`src/rtl/tetris_move_sequencer.sv`:
```
// tetris_move_sequencer: spawns the active piece, sequences moves/gravity through an external collision check, and locks it.
//   clk, reset (async, active-high)
//   spawn_valid/spawn_type/spawn_ready : spawn handshake
//   cmd_valid/cmd/cmd_ready            : player command handshake (0 drop, 1 rotate, 2 left, 3 right)
//   gravity_tick                       : one-cycle gravity pulse
//   chk_req/chk_piece/chk_ack/chk_collide : board collision-check handshake
//   active_piece/piece_valid/lock_pulse/game_over : committed piece and status
// Piece word layout: {type[2:0], rotation[1:0], x[3:0], y[4:0]}.
module tetris_move_sequencer #(
  parameter logic [3:0] SPAWN_X = 4'd7,
  parameter logic [4:0] SPAWN_Y = 5'd0
) (
  input  logic        clk,
  input  logic        reset,
  input  logic        spawn_valid,
  input  logic [2:0]  spawn_type,
  output logic        spawn_ready,
  input  logic        cmd_valid,
  input  logic [1:0]  cmd,
  output logic        cmd_ready,
  input  logic        gravity_tick,
  output logic        chk_req,
  output logic [13:0] chk_piece,
  input  logic        chk_ack,
  input  logic        chk_collide,
  output logic [13:0] active_piece,
  output logic        piece_valid,
  output logic        lock_pulse,
  output logic        game_over
);
  typedef enum logic [2:0] {IDLE, SPAWN_CHK, ACTIVE, MOVE_CHK, LOCK} state_t;
  state_t state_q, state_d;
  logic pending_q, pending_d, chk_req_q, chk_req_d, valid_q, valid_d;
  logic over_q, over_d, down_q, down_d, rej_q, rej_d;
  logic [13:0] cand_q, cand_d, act_q, act_d;
  logic [2:0] t;
  logic [1:0] r, op;
  logic [3:0] x;
  logic [4:0] y;
  logic grav_fire, cmd_fire, spawn_fire, done, collide, mv_rej;
  logic [13:0] mv_cand;
  always_comb begin
    {t, r, x, y} = act_q;
    spawn_ready = state_q == IDLE && !over_q;
    cmd_ready = state_q == ACTIVE && !pending_q && !gravity_tick;
    grav_fire = state_q == ACTIVE && pending_q;
    cmd_fire = cmd_ready && cmd_valid;
    spawn_fire = spawn_ready && spawn_valid;
    // A locally rejected move completes as a collision without ever raising chk_req.
    done = rej_q || (chk_req_q && chk_ack);
    collide = rej_q || chk_collide;
    op = grav_fire ? 2'd0 : cmd;
    mv_cand = op == 2'd1 ? {t, r + 2'd1, x, y} :
              op == 2'd2 ? {t, r, x - 4'd1, y} :
              op == 2'd3 ? {t, r, x + 4'd1, y} : {t, r, x, y + 5'd1};
    mv_rej = op == 2'd2 ? x == 4'd0 : op == 2'd3 ? x == 4'hF : op == 2'd0 ? y == 5'h1F : 1'b0;
  end
  always_comb begin
    state_d = state_q;
    pending_d = pending_q;
    chk_req_d = chk_req_q && !chk_ack;
    valid_d = valid_q;
    over_d = over_q;
    down_d = down_q;
    rej_d = 1'b0;
    cand_d = cand_q;
    act_d = act_q;
    // Only one gravity step can be outstanding; extra ticks are dropped.
    if (valid_q && gravity_tick && !pending_q) pending_d = 1'b1;
    case (state_q)
      IDLE: if (spawn_fire) begin
        cand_d = {spawn_type, 2'd0, SPAWN_X, SPAWN_Y};
        chk_req_d = 1'b1;
        state_d = SPAWN_CHK;
      end
      SPAWN_CHK: if (done) begin
        state_d = collide ? IDLE : ACTIVE;
        over_d = collide;
        valid_d = !collide;
        act_d = collide ? act_q : cand_q;
      end
      ACTIVE: if (grav_fire || cmd_fire) begin
        cand_d = mv_cand;
        chk_req_d = !mv_rej;
        rej_d = mv_rej;
        down_d = op == 2'd0;
        pending_d = grav_fire ? 1'b0 : pending_d;
        state_d = MOVE_CHK;
      end
      MOVE_CHK: if (done) begin
        act_d = collide ? act_q : cand_q;
        state_d = collide && down_q ? LOCK : ACTIVE;
        valid_d = !(collide && down_q);
        pending_d = collide && down_q ? 1'b0 : pending_d;
      end
      LOCK: state_d = IDLE;
      default: state_d = IDLE;
    endcase
  end
  always_ff @(posedge clk or posedge reset) begin
    if (reset) begin
      state_q <= IDLE;
      pending_q <= 1'b0;
      chk_req_q <= 1'b0;
      valid_q <= 1'b0;
      over_q <= 1'b0;
      down_q <= 1'b0;
      rej_q <= 1'b0;
      cand_q <= '0;
      act_q <= '0;
    end else begin
      state_q <= state_d;
      pending_q <= pending_d;
      chk_req_q <= chk_req_d;
      valid_q <= valid_d;
      over_q <= over_d;
      down_q <= down_d;
      rej_q <= rej_d;
      cand_q <= cand_d;
      act_q <= act_d;
    end
  end
  assign chk_req = chk_req_q;
  assign chk_piece = cand_q;
  assign active_piece = act_q;
  assign piece_valid = valid_q;
  assign lock_pulse = state_q == LOCK;
  assign game_over = over_q;
endmodule
```
`config.mk`:
```
export PLATFORM = sky130hd
export DESIGN_NAME = tetris_move_sequencer
export DESIGN_NICKNAME = d
export VERILOG_FILES = /design/src/rtl/tetris_move_sequencer.sv
export SDC_FILE = /design/constraint.sdc
export NUM_CORES = 1
export LEC_CHECK = 0
export BUFFER_PORTS_ARGS = -buffer_cell sky130_fd_sc_hd__buf_4
export CAP_MARGIN = 20
export CELL_PAD_IN_SITES_DETAIL_PLACEMENT = 1
export CELL_PAD_IN_SITES_GLOBAL_PLACEMENT = 1
export CORE_UTILIZATION = 41
export DETAILED_ROUTE_END_ITERATION = 8
export PLACE_DENSITY_LB_ADDON = 0.1
export SLEW_MARGIN = 25
export SYNTH_ARGS = -nofsm -noshare
export SYNTH_HDL_FRONTEND = slang
export SYNTH_SLANG_ARGS = --single-unit
export TNS_END_PERCENT = 5
```
`constraint.sdc`:
```
create_clock -name clk -period 1.75 [get_ports clk]
set_input_delay 0.35 -clock clk [delete_from_list [all_inputs] [get_ports clk]]
set_output_delay 0.35 -clock clk [all_outputs]
set_load 0.05 [all_outputs]
```
==> metrics.cfg, run 1 <==
[run_status]
outcome=complete, no violations

[yosys]
syn_nets=173
synth-main-ff-cell=dfrtp_1
synth.area.mux_share_pct=14.18
synth-edff-count=0
ys_warn_count=0
async_flop_share_pct=100.0
synth_xor_xnor_area_share_pct=4.194
synth_compound_area_share_pct=13.32
synth_top_family_by_area=multiplexers
synth_fa_ha_area_share_pct=2.663
netlist_instances=157
syn-cell-area_um2=1879
ys_ff_latch=37
synth-simple-area-share_pct=12.52
yosysUniqueCellTypes=46
ys_seq_area_share_pct=49.27
syn_area_per_cell_um2=11.97

[run]
maxCapViolCount=0

[sta]
finalWorstSetupSlack_ns=0.01172
slew_headroom_pct=67.23
timing.final.crit_share_pct=99.33
whs_ns=0.1700
hold_viol=0
drv_slew=0
tightestPinTransition_ns=0.4916
fmax_mhz=575.3
finalSetupViolCount=0
setup_tns_ns=0
fin_worst_skew_ns=0.005212
finalCriticalPeriod_ns=1.738

[clock_network]
clk_pin_slew_worst_paths_ns=0.07
postCtsHoldBufs=0
htreeDepth=2
cts_tree=yes
clockBufferDepth=2
clock_latency_ns=0.29
cts_root_buffer=clkbuf_8
cts_buffers=5
clock-sinks=37

[pwr]
vdd_drop_max_v=0.0004492
p_per_area_nw_per_um2=687.4
comb_power_share_pct=4.5
leakagePower_nw=1.208
p_switching_mw=0.3515
p_seq_share_pct=50.1
p_int_mw=1.352
power_frac_clock_pct=45.3
switching_share_pct=20.63
total_power_mw=1.704

[placed_design]
place_area_um2=2300
place_ws_ns=0.06744
io_buffers=45
dpl.hpwl_um=3384
gp_congestion=0.7907
dp_cells=254

[die]
io_pins=46
start_util_pct=42.87
placementRows=24
dieWidth_um=69.70
core_um2=4384
die_h_um=69.70
die-area_um2=4858

[route]
drtPass1Iterations=4
drc=0
drt_iter0_drc=87
vias=1469
wl_per_cell_um=17.92
ant_nets=0
totalWireLength_um=4768
viasPerCell=5.523

[grt]
grt_pass1_wl_um=8176
grt_max_degree=38
gr-total-overflow=0
grt_use_total_pct=21.89
antenna_found_initial=0
grt_pass1_vias=1565

[cells_and_area]
fin_area_um2=2479
n_antenna_cell=0
fin_nets=229
areaGrowthSynthToFinish_pct=31.89
fillers=484
layout_common_cells=buf_4, dfrtp_1, mux2_2
fin_cells=266
final_common_cell=buf_4
drive_above_1_share_pct=45.33
utilization_pct=56.54

[critical_path]
crit_path_end_kind=register
worstPathMaxFanout=5
required_ns=1.93
arrival_ns=1.91
path_class=register to register
start_kind=register

[hold_path]
holdCritPathClass=input pin to async pin

-- final cells by class --
cell class / count / area (um^2) / share of cell area [%]
Inverter: 7 / 26.28 / 1.060
Multi-Input combinational cell: 106 / 914.6 / 36.90
Clock buffer: 7 / 86.33 / 3.483
Sequential cell: 37 / 928.4 / 37.46
Timing Repair Buffer: 56 / 427.9 / 17.26
Tap cell: 52 / 65.06 / 2.625
Clock inverter: 1 / 30.03 / 1.212
-- synthesized netlist by cell type (2+ instances only) --
library cell / count / area share [%]
dfrtp_1: 37 / 49
mux2_2: 21 / 13
nand2_1: 8 / 1.6
inv_1: 7 / 1.4
o21ai_0: 7 / 1.9
o2bb2ai_1: 7 / 3.3
xor2_1: 6 / 2.8
ha_1: 4 / 2.7
nor2_1: 4 / 0.80
nor3_1: 4 / 1.1
clkbuf_1: 3 / 0.60
mux2i_1: 3 / 1.6
nand3_1: 3 / 0.80
o22a_1: 3 / 1.4
xnor2_1: 3 / 1.4
a21oi_1: 2 / 0.53
a31oi_1: 2 / 0.67
buf_6: 2 / 1.2
nor2b_1: 2 / 0.67
nor4_1: 2 / 0.67
o21ai_2: 2 / 0.93
-- power by group through the flow --
stage | logic [mW] | registers, mW | clock network [mW]
after floorplan | 0.0413 | 0.871 | 0
after global placement | 0.0766 | 0.871 | 0
after detailed placement | 0.0779 | 0.871 | 0
after CTS | 0.0781 | 0.854 | 0.799
after global routing | 0.0870 | 0.854 | 0.828
final | 0.0774 | 0.854 | 0.772
-- per-layer routing --
layer	wire length [um]	track usage [%]	part of all wire, %
met3	166	5.087	3.5
met2	2408	37.65	51
met5	0	0	0
met1	2106	27.30	44
met4	85	6.667	1.8
-- cells by family after synthesis --
group,count (synthesis)
AOI/OAI and AO/OA,34
xor gates and xnor gates,9
adders and majority gates,4
buffers and inverters,14
DFF,37
muxes,24
and+or+nand+nor,35
-- path summary, 6_finish.rpt --
check | slack [ns] | end | cells past startpoint | startpoint
min in group clk | 0.40 | pending_q | 3 | gravity_tick
min | 0.17 | active_piece[12] | 3 | reset
max in group asynchronous | 1.21 | state_q[2] | 3 | reset
min reg2reg | 0.53 | piece_valid | 2 | piece_valid
max | 0.01 | chk_piece[11] | 5 | state_q[0]
max reg2reg | 0.01 | chk_piece[11] | 5 | state_q[0]
-- timing repair --
action,CTS,global route
pin swaps,0,2
hold endpoints to repair,0,0
endpoints found under the setup margin,2,11
buffers inserted,2,2
gates resized for setup,4,4
-- worst max-delay path, cell delays in order, from the launching register on --
cell and delay, ns:
dfrtp_2 0.44, buf_4 0.16, nor3_2 0.26, nand2_1 0.17
o21ai_4 0.23, mux2_2 0.36
Power figures use the tool's default switching activity.
==> run 2, diff against run 1 <==
--- a/config.mk
+++ b/config.mk
@@ -10,7 +10,9 @@
 export CELL_PAD_IN_SITES_DETAIL_PLACEMENT = 1
 export CELL_PAD_IN_SITES_GLOBAL_PLACEMENT = 1
 export CORE_UTILIZATION = 41
+export CTS_CLUSTER_SIZE = 12
 export DETAILED_ROUTE_END_ITERATION = 8
+export GPL_TIMING_DRIVEN = 0
 export PLACE_DENSITY_LB_ADDON = 0.1
 export SLEW_MARGIN = 25
 export SYNTH_ARGS = -nofsm -noshare
==> run 2 against run 1 <==
Compared with the run above:
- the flow now finishes with violations (negative setup slack)
- sequential power about the same
- highest routed layer unchanged
- flip-flop and latch count unchanged
- largest cell class unchanged
- register-to-register slack improved by 0.03 ns
- power decreased by 3.1%
- clock-buffer cell count decreased by 2
- wire length about the same
- global-route usage increased by 0.45 points
- cell area decreased by 0.30%
- setup slack got worse by 0.019 ns
- core utilization decreased by 0.17 points
- critical path depth unchanged
==> metrics.cfg, run 2 (synthesized netlist as in run 1, its figures left out) <==
[route]
vias=1474  ; +0.34%
drc=0  ; unchanged
wl_per_cell_um=18.07  ; +0.82%
drt_iter0_drc=62  ; -29%
totalWireLength_um=4771  ; about the same
drtPass1Iterations=4  ; unchanged
viasPerCell=5.583  ; +1.1%
ant_nets=0  ; unchanged

[critical_path]
arrival_ns=1.41  ; -0.50 ns
path_cells=buf_6 > nor2_2 > nand2_2 > nor3_2 > buf_6
worstReg2RegStart=state_q[2]
path_common_cell=buf_6
required_ns=1.40  ; -0.53 ns
path_buf_inv=2  ; +1
start_kind=register
slowest_delay_ns=0.42  ; -0.02 ns
cpLargestDelayFamily=flip-flops
crit_path_end_kind=primary output
startpoint=state_q[0]
path_class=register to primary output
worstPathMaxFanout=10  ; +5
cp_slowest_cell=dfrtp_2

[clock_network]
postCtsHoldBufs=0  ; unchanged
htreeDepth=2  ; unchanged
cts_tree=yes
clock_latency_ns=0.29  ; about the same
clk_pin_slew_worst_paths_ns=0.08  ; about the same
cts_buffers=5  ; unchanged
clockBufferDepth=2  ; unchanged
clock-sinks=37  ; unchanged
cts_root_buffer=clkbuf_8

[cells_and_area]
fin_area_um2=2471  ; -0.30%
layout_common_cells=buf_4, dfrtp_1, mux2_2
drive_above_1_share_pct=45.28  ; about the same
fin_nets=228  ; -0.44%
n_antenna_cell=0  ; unchanged
fillers=474  ; -2.1%
final_common_cell=buf_4
areaGrowthSynthToFinish_pct=31.49

[sta]
fmax_mhz=569.1  ; -1.1%
tightestPinTransition_ns=0.7658  ; +0.2742 ns
timing.final.crit_share_pct=100.4  ; +1.1 points
fin_worst_skew_ns=0.008071  ; +0.002859 ns
rsz0062_at_grt=yes
drv_slew=0  ; unchanged
slew_headroom_pct=48.87  ; -18 points
finalCriticalPeriod_ns=1.757  ; +0.01896 ns
finalWorstSetupSlack_ns=-0.007242  ; -0.01896 ns
hold_viol=0  ; unchanged
finalSetupViolCount=1  ; +1

[die]
die-area_um2=4858  ; unchanged
dieWidth_um=69.70  ; unchanged
die_h_um=69.70  ; unchanged
io_pins=46  ; unchanged
core_um2=4384  ; unchanged
placementRows=24  ; unchanged
start_util_pct=42.87  ; unchanged

[pwr]
leakagePower_nw=1.192  ; -1.3%
switching_share_pct=21.29  ; +0.67 points
comb_power_share_pct=4.5  ; about the same
p_seq_share_pct=51.8  ; +1.7 points
power_frac_clock_pct=43.7  ; -1.6 points
vdd_drop_max_v=0.0003919  ; -13%
p_int_mw=1.299  ; -3.9%
p_per_area_nw_per_um2=668.0  ; -2.8%
p_switching_mw=0.3515  ; about the same

[hold_path]
holdCritPathClass=input pin to async pin

[placed_design]
gp_congestion=0.7952  ; +0.57%
io_buffers=44  ; -2.2%
dpl.hpwl_um=3315  ; -2.0%
place_area_um2=2286  ; -0.60%
place_ws_ns=-0.1777  ; -0.2452 ns

[run_status]
violations=negative setup slack
outcome=finished with violations

[grt]
gr-total-overflow=0  ; unchanged
grt_max_degree=38  ; unchanged
antenna_found_initial=0  ; unchanged
grt_pass1_vias=1608  ; +2.7%
grt_use_total_pct=22.34  ; +0.45 points
grt_pass1_wl_um=8369  ; +2.4%

[run]
maxCapViolCount=0  ; unchanged

==> run 2: worst register-to-register path, delay by kind of cell, from the launching register on <==
family,cells,cell delay [ns]
buffers and inverters,3,0.54
DFF,1,0.37
muxes,1,0.33
and+or+nand+nor,2,0.37
==> run 2: worst paths after layout <==
| path | to | slack, ns | cells after the start |
|---|---|---|---|
| max reg2reg | active_piece[1] | 0.04 | 6 |
| min | chk_piece[1] | 0.19 | 2 |
| max in group asynchronous | state_q[0] | 1.00 | 2 |
| min reg2reg | chk_piece[9] | 0.52 | 1 |
| max | cmd_ready | -0.007 | 5 |
| min in group clk | chk_req | 0.41 | 3 |
==> run 2: timing repair <==
| item | 4_1_cts | 5_1_grt |
|---|---|---|
| gates cloned | 1 | 0 |
| pin swaps | 2 | 2 |
| buffers inserted | 3 | 0 |
| resized for setup | 9 | 8 |
| setup endpoints to repair | 27 | 32 |
==> run 2: final cells by class <==
type                            instances  area (um^2)  share of cell area (%)
Sequential cell                        37        927.1                   37.52
Inverter                                7        26.28                   1.063
Tap cell                               52        65.06                   2.633
Clock buffer                            5        68.82                   2.785
Timing Repair Buffer                   48        375.4                   15.19
Buffer                                  7        56.30                   2.278
Multi-Input combinational cell        106        917.1                   37.11
Clock inverter                          2        35.03                   1.418
==> run 2: per-layer routing <==
layer | vias to the layer above | share of wire, % | global-route usage, %
li1 | 688 | - | -
met1 | 748 | 43 | 27.91
met2 | 33 | 52 | 38.51
met3 | 5 | 3.6 | 5.523
met4 | 0 | 1.2 | 6.000
met5 | - | 0 | 0
==> run 2: power groups by stage <==
stage / Combinational (mW) / Sequential (mW) / Clock, mW
finish: 0.0743 / 0.854 / 0.722
global route: 0.0844 / 0.854 / 0.776
CTS: 0.0760 / 0.854 / 0.740
detailed placement: 0.0752 / 0.871 / 0
global placement: 0.0714 / 0.871 / 0
floorplan: 0.0413 / 0.871 / 0
==> run 2: stage by stage <==
stage                     total power, mW  std cells  util [%]  setup TNS, ns  hold slack, ns
after global routing                1.714        264     56.36        -0.7835          0.2673
after global placement             0.9426        253     52.14         -1.356          0.4834
final                               1.651        264     56.36      -0.007242          0.1949
after detailed placement           0.9463        253     52.14         -2.266          0.5014
after CTS                           1.670        264     55.88       -0.03288          0.2320
after floorplan                    0.9125        157         -         -1.659          0.5140
==> run 3, diff against run 2 <==
--- a/config.mk
+++ b/config.mk
@@ -5,7 +5,7 @@
 export SDC_FILE = /design/constraint.sdc
 export NUM_CORES = 1
 export LEC_CHECK = 0
-export BUFFER_PORTS_ARGS = -buffer_cell sky130_fd_sc_hd__buf_4
+export BUFFER_PORTS_ARGS = -buffer_cell sky130_fd_sc_hd__clkbuf_2
 export CAP_MARGIN = 20
 export CELL_PAD_IN_SITES_DETAIL_PLACEMENT = 1
 export CELL_PAD_IN_SITES_GLOBAL_PLACEMENT = 1
==> run 3 against run 2 <==
Compared with the run above:
- the run now ends clean
- worst hold slack lost 0.013 ns
- critical path type unchanged
- via count shrank 1.9%
- largest cell class is now multi-input combinational cells
- clock power is essentially flat
- sequential power is essentially flat
==> metrics.cfg, run 3 (synthesized netlist as in run 1, its figures left out) <==
[route]
totalWireLength_um=4607  ; -3.4%
drt_iter0_drc=68  ; +9.7%
viasPerCell=5.436  ; -2.6%
drtPass1Iterations=4  ; unchanged
wl_per_cell_um=17.32  ; -4.2%
ant_nets=0  ; unchanged
drc=0  ; unchanged
vias=1446  ; -1.9%

[grt]
met2_usage_pct=34.84  ; -3.7 points
grt_pass1_wl_um=7941  ; -5.1%
gr-total-overflow=0  ; unchanged
busiest_layer=met2
gr-usage-met1_pct=27.30  ; -0.62 points
met3_usage_pct=4.942  ; -0.58 points
grt_pass1_vias=1567  ; -2.5%
grt_use_total_pct=20.77  ; -1.6 points
grt_max_degree=38  ; unchanged
antenna_found_initial=0  ; unchanged

[cells_and_area]
final_common_cell=clkbuf_2
fillers=488  ; +3.0%
multi_input_area_um2=939.7  ; +2.5%
fin_nets=230  ; +0.88%
areaGrowthSynthToFinish_pct=28.70
regArea_um2=927.1  ; unchanged
drive_above_1_share_pct=46.73  ; +1.4 points
layout_common_cells=clkbuf_2, dfrtp_1, mux2_2
n_antenna_cell=0  ; unchanged
fin_area_um2=2419  ; -2.1%
fin_cells=266  ; +0.76%

[clock_network]
cts_tree=yes
postCtsHoldBufs=0  ; unchanged
clock-sinks=37  ; unchanged
cts_buffers=5  ; unchanged
htreeDepth=2  ; unchanged
cts_root_buffer=clkbuf_8
clock_latency_ns=0.29  ; about the same
clockBufferDepth=2  ; unchanged
clk_pin_slew_worst_paths_ns=0.08  ; about the same

[placed_design]
dpl.hpwl_um=3268  ; -1.4%
gp_congestion=0.8127  ; +2.2%
place_ws_ns=-0.1296  ; +0.04810 ns
dp_cells=253  ; unchanged
place_area_um2=2176  ; -4.8%
io_buffers=44  ; unchanged

[sta]
hold_viol=0  ; unchanged
timing.final.crit_share_pct=97.51  ; -2.9 points
rsz0062_at_grt=yes
drv_slew=0  ; unchanged
finalCriticalPeriod_ns=1.706  ; -0.05079 ns
fin_worst_skew_ns=0.007714  ; -0.0003575 ns
finalSetupViolCount=0  ; -1
slew_headroom_pct=47.64  ; -1.2 points
finalWorstSetupSlack_ns=0.04354  ; +0.05079 ns
tightestPinTransition_ns=0.7843  ; +0.01844 ns
fmax_mhz=586.0  ; +3.0%

[pwr]
p_per_area_nw_per_um2=678.9  ; +1.6%
leakagePower_nw=1.174  ; -1.5%
vdd_drop_max_v=0.0003080  ; -21%
total_power_mw=1.642  ; -0.52%

[critical_path]
path_class=register to primary output
ff2ff_setup_slack_ns=0.07  ; +0.03 ns
worstPathMaxFanout=8  ; -2
cp_slowest_cell=dfrtp_1
reg2reg_to=chk_piece[13]
start_kind=register
endpoint=cmd_ready
worstReg2RegStart=state_q[0]
required_ns=1.40  ; about the same
path_cells=buf_6 > nor2_4 > nand2_2 > nor3_2 > clkbuf_8
crit_path_end_kind=primary output
arrival_ns=1.36  ; -0.05 ns
startpoint=state_q[2]
r2r_cells=5  ; -1
slowest_delay_ns=0.38  ; -0.04 ns

[die]
placementRows=24  ; unchanged
dieWidth_um=69.70  ; unchanged
die-area_um2=4858  ; unchanged
core_um2=4384  ; unchanged
start_util_pct=42.87  ; unchanged
io_pins=46  ; unchanged
die_h_um=69.70  ; unchanged

[hold_path]
holdCritPathClass=input pin to async pin

[run_status]
outcome=complete, no violations

[run]
maxCapViolCount=0  ; unchanged

run 3: cell types whose count changed in the layout (fill, tap and decap cells not counted), sizes merged:
| cell | previous run | this run |
|---|---|---|
| inv | 7 | 6 |
| buf | 53 | 12 |
| clkbuf | 7 | 50 |
| clkinvlp | 0 | 1 |
run 3: layout make-up:
cell class	count	area share (%)
clock inverters	2	1.449
well taps	52	2.690
clock buffers	5	2.845
repair buffers	50	11.95
inverters	7	1.242
multi-input cells	106	38.85
flip-flops and latches	37	38.33
plain buffers	7	2.638
run 3: critical path: cells and delay by family (launching register included):
family / cells / cell delay, ns
flip-flops: 1 / 0.38
AND/OR/NAND/NOR: 3 / 0.32
buffers and inverters: 2 / 0.36
run 3: how the worst min path moves through the flow:
stage                 startpoint               to  slack [ns]  cells past startpoint
global placement    chk_piece[9]     chk_piece[9]        0.48                      1
detailed placement  chk_piece[9]     chk_piece[9]        0.50                      1
CTS                        reset  active_piece[1]        0.21                      2
floorplan                 down_q           down_q        0.51                      2
finish                     reset  active_piece[1]        0.18                      2
global route               reset     chk_piece[1]        0.26                      2
run 3: report_power, final:
group	switching (mW)	internal, mW	total (mW)	leakage [nW]
Sequential	0	0.854	0.854	0.512
Clock	0.305	0.414	0.719	0.0540
Combinational	0.0441	0.0241	0.0682	0.608
Total	0.349	1.29	1.64	1.17
run 3: layer usage:
layer	vias up	share of wire (%)	wire (um)
li1	693	-	-
met1	721	45	2094
met2	26	50	2320
met3	6	3.2	148
met4	0	0.96	44
met5	-	0	0
run 3: metrics by stage:
step	utilization (%)	hold WS, ns	setup TNS [ns]
after floorplan	-	0.5140	-1.659
after global placement	49.63	0.4814	-1.401
after detailed placement	49.63	0.4991	-1.262
after CTS	53.68	0.2109	-0.001282
after global routing	55.17	0.2593	-0.1023
final	55.17	0.1817	0
run 3: what timing repair did:
item	in CTS	in global routing
gates resized for setup	12	14
setup buffers	3	3
pin swaps	2	6
setup endpoints to repair	27	28
